### src/rtl/encoder_8to3_seq_if.sv
// Request/code bundle for encoder_8to3_seq: capture enable, request lines, ack in;
// encoded index, valid, pending snapshot and busy out.
interface encoder_8to3_seq_if;
  logic       e;
  logic [7:0] d;
  logic       ack;
  logic       a;
  logic       b;
  logic       c;
  logic       valid;
  logic [7:0] pending;
  logic       busy;

  modport master (
    output e, d, ack,
    input  a, b, c, valid, pending, busy
  );

  modport slave (
    input  e, d, ack,
    output a, b, c, valid, pending, busy
  );
endinterface

### src/rtl/encoder_8to3_seq.sv
// Registered 8-to-3 request encoder with sticky pending bits and a valid/ack handshake.
// Optional ENCODER_ROUND_ROBIN_EN replaces fixed highest-index priority with rotating priority.
module encoder_8to3_seq (
  input  logic                 clk,
  input  logic                 rst,
  encoder_8to3_seq_if.slave    bus
);

  typedef enum logic {IDLE, PRESENT} state_t;

  state_t     state_q;
  logic [7:0] pending_q;
  logic [7:0] pending_d;
  logic [2:0] code_q;
  logic       valid_q;
  logic [2:0] sel_idx;
  logic       load;
  logic [7:0] clear_mask;

  function automatic logic [2:0] sel_fixed(input logic [7:0] p);
    logic [2:0] idx;
    idx = 3'd0;
    for (int i = 0; i < 8; i++) begin
      if (p[i]) idx = 3'(i);
    end
    return idx;
  endfunction

`ifdef ENCODER_ROUND_ROBIN_EN
  logic [2:0] last_idx_q;

  // Scan downward in offset so the last hit is the nearest index after last_idx.
  function automatic logic [2:0] sel_rr(input logic [7:0] p, input logic [2:0] start);
    logic [2:0] idx;
    logic [2:0] cand;
    idx = 3'd0;
    for (int k = 7; k >= 0; k--) begin
      cand = start + 3'(k);
      if (p[cand]) idx = cand;
    end
    return idx;
  endfunction

  always_comb sel_idx = sel_rr(pending_q, last_idx_q + 3'd1);

  always_ff @(posedge clk) begin
    if (rst) begin
      last_idx_q <= 3'd7;
    end else if (load) begin
      last_idx_q <= sel_idx;
    end
  end
`else
  always_comb sel_idx = sel_fixed(pending_q);
`endif

  // A new index is loaded whenever something is pending and the output slot is free or being acked.
  always_comb begin
    load       = (pending_q != 8'h00) && ((state_q == IDLE) || bus.ack);
    clear_mask = load ? (8'h01 << sel_idx) : 8'h00;
    pending_d  = (pending_q & ~clear_mask) | (bus.e ? bus.d : 8'h00);
  end

  always_ff @(posedge clk) begin
    if (rst) begin
      state_q   <= IDLE;
      pending_q <= 8'h00;
      code_q    <= 3'd0;
      valid_q   <= 1'b0;
    end else begin
      pending_q <= pending_d;
      case (state_q)
        IDLE: begin
          if (load) begin
            code_q  <= sel_idx;
            valid_q <= 1'b1;
            state_q <= PRESENT;
          end
        end
        PRESENT: begin
          if (bus.ack) begin
            if (load) begin
              code_q <= sel_idx;
            end else begin
              valid_q <= 1'b0;
              state_q <= IDLE;
            end
          end
        end
        default: begin
          valid_q <= 1'b0;
          state_q <= IDLE;
        end
      endcase
    end
  end

  assign bus.a       = code_q[2];
  assign bus.b       = code_q[1];
  assign bus.c       = code_q[0];
  assign bus.valid   = valid_q;
  assign bus.pending = pending_q;
  assign bus.busy    = valid_q | (|pending_q);

endmodule

### src/flat_wrapper.sv
// flat-port wrapper written by rule: the top's interface ports become plain ports
module encoder_8to3_seq_flat 
  (clk, rst, bus_e, bus_d, bus_ack, bus_a, bus_b, bus_c, bus_valid, bus_pending, bus_busy);
  encoder_8to3_seq_if bus_i ();
  input  logic clk;
  input  logic rst;
  input wire logic [$bits(bus_i.e)-1:0] bus_e;
  input wire logic [$bits(bus_i.d)-1:0] bus_d;
  input wire logic [$bits(bus_i.ack)-1:0] bus_ack;
  output wire logic [$bits(bus_i.a)-1:0] bus_a;
  output wire logic [$bits(bus_i.b)-1:0] bus_b;
  output wire logic [$bits(bus_i.c)-1:0] bus_c;
  output wire logic [$bits(bus_i.valid)-1:0] bus_valid;
  output wire logic [$bits(bus_i.pending)-1:0] bus_pending;
  output wire logic [$bits(bus_i.busy)-1:0] bus_busy;
  assign bus_i.e = bus_e;
  assign bus_i.d = bus_d;
  assign bus_i.ack = bus_ack;
  assign bus_a = bus_i.a;
  assign bus_b = bus_i.b;
  assign bus_c = bus_i.c;
  assign bus_valid = bus_i.valid;
  assign bus_pending = bus_i.pending;
  assign bus_busy = bus_i.busy;
  encoder_8to3_seq u_core (.clk(clk), .rst(rst), .bus(bus_i));
endmodule
### config.mk
export PLATFORM = sky130hd
export DESIGN_NAME = encoder_8to3_seq_flat
export DESIGN_NICKNAME = d
export VERILOG_FILES = /design/src/rtl/encoder_8to3_seq_if.sv /design/src/rtl/encoder_8to3_seq.sv /design/src/flat_wrapper.sv
export SDC_FILE = /design/constraint.sdc
export NUM_CORES = 1
export LEC_CHECK = 0
export ABC_AREA = 1
export BUFFER_PORTS_ARGS = -buffer_cell sky130_fd_sc_hd__buf_2
export CAP_MARGIN = 20
export CORE_UTILIZATION = 45
export DETAILED_ROUTE_END_ITERATION = 10
export PLACE_DENSITY_LB_ADDON = 0.05
export REMOVE_ABC_BUFFERS = 1
export SETUP_SLACK_MARGIN = 0.5
export SYNTH_ARGS = -nofsm -noshare
export SYNTH_HDL_FRONTEND = slang
export SYNTH_SLANG_ARGS = --single-unit
export TNS_END_PERCENT = 30
### constraint.sdc
create_clock -name clk -period 1.29 [get_ports clk]
set_input_delay 0.0645 -clock clk [delete_from_list [all_inputs] [get_ports clk]]
set_output_delay 0.0645 -clock clk [all_outputs]
set_load 0.01 [all_outputs]
### Word-level counts from Yosys, hierarchy flattened

Index checks and enable logic that the tools add are counted.

* bits in registers: 13
* logic and storage cells: 37
* output and inout bits: 13

* mux-type cells: 19
* shifts and indexed selects: 1
* reduce and logical (&&, ||, !) cells: 5
* eq/ne operators: 3
* bitwise operators: 5

Operators with widths (number)
* $mux 3: 6
* $mux 8: 2
* $and 8x8->8: 1
* $not 8->8: 1
* $or 8x8->8: 1
* $reduce_bool 8->1: 1
* $reduce_or 8->1: 1
* $shl 1x3->8 const A: 1
* $mux 1: 6
* $pmux 3 s2: 1
* $mux 2: 2
* $ne 2x2->1 const B: 2
* $pmux 1 s2: 2
* $reduce_and 3->1: 1
* $ne 2x1->1 const B: 1
* $logic_and 1x1->1: 1
* $logic_or 1x1->1: 1
* $not 1->1: 1
* $or 1x1->1: 1

### Longest topological paths before layout

* depth after elaboration: 12
* gate-level depth with buffers: 10
* mapped depth without buffers: 10

### Worst setup path after synthesis

No wires, ideal clock.

* kind: reg-to-reg
* from: reg u_core.pending_q[5], in the netlist u_core.bus.pending[5]
* to: reg u_core.pending_q[0], in the netlist u_core.bus.pending[0]
* clock period less this slack: 1.109 ns
* required time: 1.152 ns
* slack: 0.181 ns
* setup time: 0.138 ns
* arrival: 0.971 ns
* stages on the path, launching flop included: 9
* cells stage by stage: dfxtp_1 > inv_2 > nand2_1 > nor2_2 > nand3_1 > inv_2 > nand2_1 > o21ai_1 > a21oi_1

* cells in the longest elaborated chain, start to end: 8
* elaborated cells between the ends (all ways): 10
* classes of those cells: shift (1); mux (4); bitwise (3); reduce/logical (2)

Ends and longest elaborated chain
* from (decl): line encoder_8to3_seq.sv:12 `logic [7:0] pending_q;`
* from (signal assigned): line encoder_8to3_seq.sv:71 `pending_q <= pending_d;`
* $mux 3 (3 in series): line encoder_8to3_seq.sv:24 `if (p[i]) idx = 3'(i);`
* $shl 1x3->8: line encoder_8to3_seq.sv:60 `clear_mask = load ? (8'h01 << sel_idx) : 8'h00;`
* $mux 8 *: line encoder_8to3_seq.sv:60
* $not 8->8 *: line encoder_8to3_seq.sv:61 `pending_d = (pending_q & ~clear_mask) | (bus.e ? bus.d : 8'h00);`
* $and 8x8->8 *: line encoder_8to3_seq.sv:61
* $or 8x8->8 *: line encoder_8to3_seq.sv:61

Every way passes the cells marked *; elsewhere a longest branch is shown, timed or not.
A chain may end at the register's enable or synchronous reset.

### Worst setup path after layout

* from: reg u_core.pending_q[5], in the netlist u_core.bus.pending[5]
* to: out bus_busy

* cells in the longest elaborated chain, start to end: 2

Ends and longest elaborated chain
* $reduce_or 8->1: line encoder_8to3_seq.sv:103 `assign bus.busy = valid_q | (|pending_q);`
* $or 1x1->1: line encoder_8to3_seq.sv:103
* to (decl): line flat_wrapper.sv:15 `output wire logic [$bits(bus_i.busy)-1:0] bus_busy;`

No other way between the ends.

==> impl_metrics.yaml <==
outcome:
  run_status: "completed"
cts:
  cts_tree: "yes"
  clkTransAtPathRegs_ns: 0.08
  h-tree-depth: 1
  clock_latency_ns: 0.28
  cts.sinks: 13
  clockBufferDepth: 2
  cts_buffers: 3
  cts_root_buf: "clkbuf_4"
die:
  die_x_um: 39.0
  pin_count: 25
  start_util_pct: 51.8
  dieArea_um2: 1520
  core_area_um2: 1190
  row_count: 12
  die_h_um: 39.0
layout:
  layout-drive-gt1-share_pct: 60.0
  area_delta_synth_final_pct: 51.9
  antennaDiodeCount: 0
  nets: 138
  final_util_pct: 78.7
power:
  peakVddDrop_mv: 0.787
  power_leakage_nw: 0.468
  power_density_nw_per_um2: 1160
synth:
  ys_async_sr_fraction_pct: 0
  ys_ff_latch: 13
  synthTopCellsByArea: "dfxtp_1, nand2_1, a21oi_1"
  yosys.area.top_type: "dfxtp_1"
  synth_area_per_cell_um2: 7.06
  postSynthCellCount: 87
  ys_top_cells_by_count: "nand2_1, dfxtp_1, a21oi_1"
  ys_warn_count: 0
  synth_flop_cell: "dfxtp_1"
  synth-seq-area-share_pct: 42.4
  synthDistinctLibCells: 19
  yosysMostFrequentCell: "nand2_1"
  synth_edf_count: 0
  syn_area_um2: 614
  synth_top_area_share_pct: 42.4
timing:
  rsz0062_at_grt: "yes"
  fin_skew_ns: 0.00363
  worstMarginPinSlew_ns: 0.309
  fmax_ghz: 0.812
  tns_ns: 0
  setup_violations: 0
  maxSlewHeadroom_pct: 79.4
  report.final.hold_viol_count: 0
  slew_viol_final: 0
  period_needed_ns: 1.23
  timing.final.crit_share_pct: 95.5
worst_setup_path:
  path_cells: "inv_2, nand2_2, nor2_2, nand3_2, inv_2, nand2_2, buf_6"
  r2r-end: "u_core.bus.pending[4]"
  arrival_ns: 1.17
  rr_worst_depth: 6
  crit_type: "reg -> out"
  crit_path_end_kind: "output port"
  r2r_slack_ns: 0.10
  required_ns: 1.23
  endpoint: "bus_busy"
  cp_slowest_cell: "dfxtp_2"
  crit_start: "u_core.bus.pending[5]"
  cp_slowest_stage_delay_ns: 0.34
  cp_max_fo: 2
  reg2reg_from: "u_core.bus.pending[7]"
  critPathLaunchType: "register"
global_routing:
  grt_pass1_vias: 657
  grt_usage_pct: 25.7
  antenna_found_initial: 0
  grt_max_degree: 14
  grt-ovfl-total: 0
  grt_pass1_wl_mm: 2.60
drt:
  vias: 741
  drt_iter0_drc: 20
  drc: 0
  vias_per_cell: 5.33
  antenna_left: 0
  dr.pass1.iters: 4
  routed_wl_mm: 1.71
  wl_per_cell_um: 12.3
worst_hold_path:
  hold_path_class: "in -> reg"
place:
  dp_hpwl_mm: 1.00
  gp_congestion: 0.879
  port_buffers: 24
job:
  drv_cap: 0
-- layout make-up --
cell class / count / area, um2
Inverter: 11 / 41.3
Fill cell: 84 / 253
Timing Repair Buffer: 36 / 223
Multi-Input combinational cell: 61 / 355
Sequential cell: 13 / 270
Clock buffer: 4 / 26.3
Tap cell: 14 / 17.5
-- placed cells by master (no fill, tap or decap), types with 3 or more instances in the layout --
master / n
buf_4: 10
a21oi_2: 4
nand3_1: 3
inv_1: 4
inv_2: 7
a21oi_1: 9
nand2_2: 10
dfxtp_2: 5
dfxtp_1: 7
nand2_1: 18
clkbuf_4: 3
buf_2: 23
-- timing repair --
action	in CTS	in global routing
pin swaps	7	11
gates resized for setup	17	11
endpoints found under the hold margin	1	0
setup buffers	10	1
setup endpoints to repair	26	26
hold buffers	1	0
-- registers in the layout, indices dropped and copies added, names as in the netlist --
signal,flops
u_core.bus.pending,8
u_core.bus.valid,1
u_core.code_q,3
u_core.state_q,1
-- report_power, final --
| group | switching, mW | leakage [nW] | total, mW | internal [mW] |
|---|---|---|---|---|
| Clock | 0.135 | 0.0150 | 0.255 | 0.120 |
| Combinational | 0.201 | 0.343 | 0.359 | 0.158 |
| Sequential | 0.0296 | 0.110 | 0.472 | 0.442 |
-- how the worst min path moves through the flow --
stage | startpoint | end | slack (ns) | depth (start not counted)
final | bus_d[2] | u_core.bus.pending[2] | 0.01 | 3
after global routing | bus_d[6] | u_core.bus.pending[6] | 0.03 | 3
after CTS | bus_d[2] | u_core.bus.pending[2] | 0.02 | 3
after detailed placement | bus_ack | u_core.bus.valid | 0.28 | 2
after global placement | bus_ack | u_core.bus.valid | 0.27 | 2
after floorplan | rst | u_core.bus.pending[3] | 0.13 | 1
-- routing by layer --
metal / global-route usage, % / part of all wire (%)
met4: 17.2 / 3.0
met1: 28.6 / 41
met2: 43.8 / 50
met3: 4.62 / 5.4
met5: 0 / 0
-- metrics by stage --
step                hold WS [ns]  std cells  instance area (um2)  setup WS, ns  power, mW
floorplan                  0.127         85                  607         0.191      0.643
global placement           0.272        123                  744         0.149      0.730
finish                    0.0135        139                  933        0.0583       1.09
global route              0.0279        139                  933       0.00292       1.14
CTS                       0.0173        138                  897        0.0698       1.05
detailed placement         0.280        123                  744         0.120      0.733
-- critical path, delay by kind of cell, from the launching register on --
kind | cells | cell delay [ns]
buf+inv | 3 | 0.25
flops | 1 | 0.34
simple gates | 4 | 0.29
-- cell families (layout without fill, tap and decap cells) --
logic type             Yosys count  after routing  share of synthesized area [%]
and+or+nand+nor                 41             41                           30.3
AOI/OAI and AO/OA               20             20                           19.3
DFF                             13             13                           42.4
buffers and inverters           13             51                           7.94
Note: power is estimated with default switching activity, not from simulation.
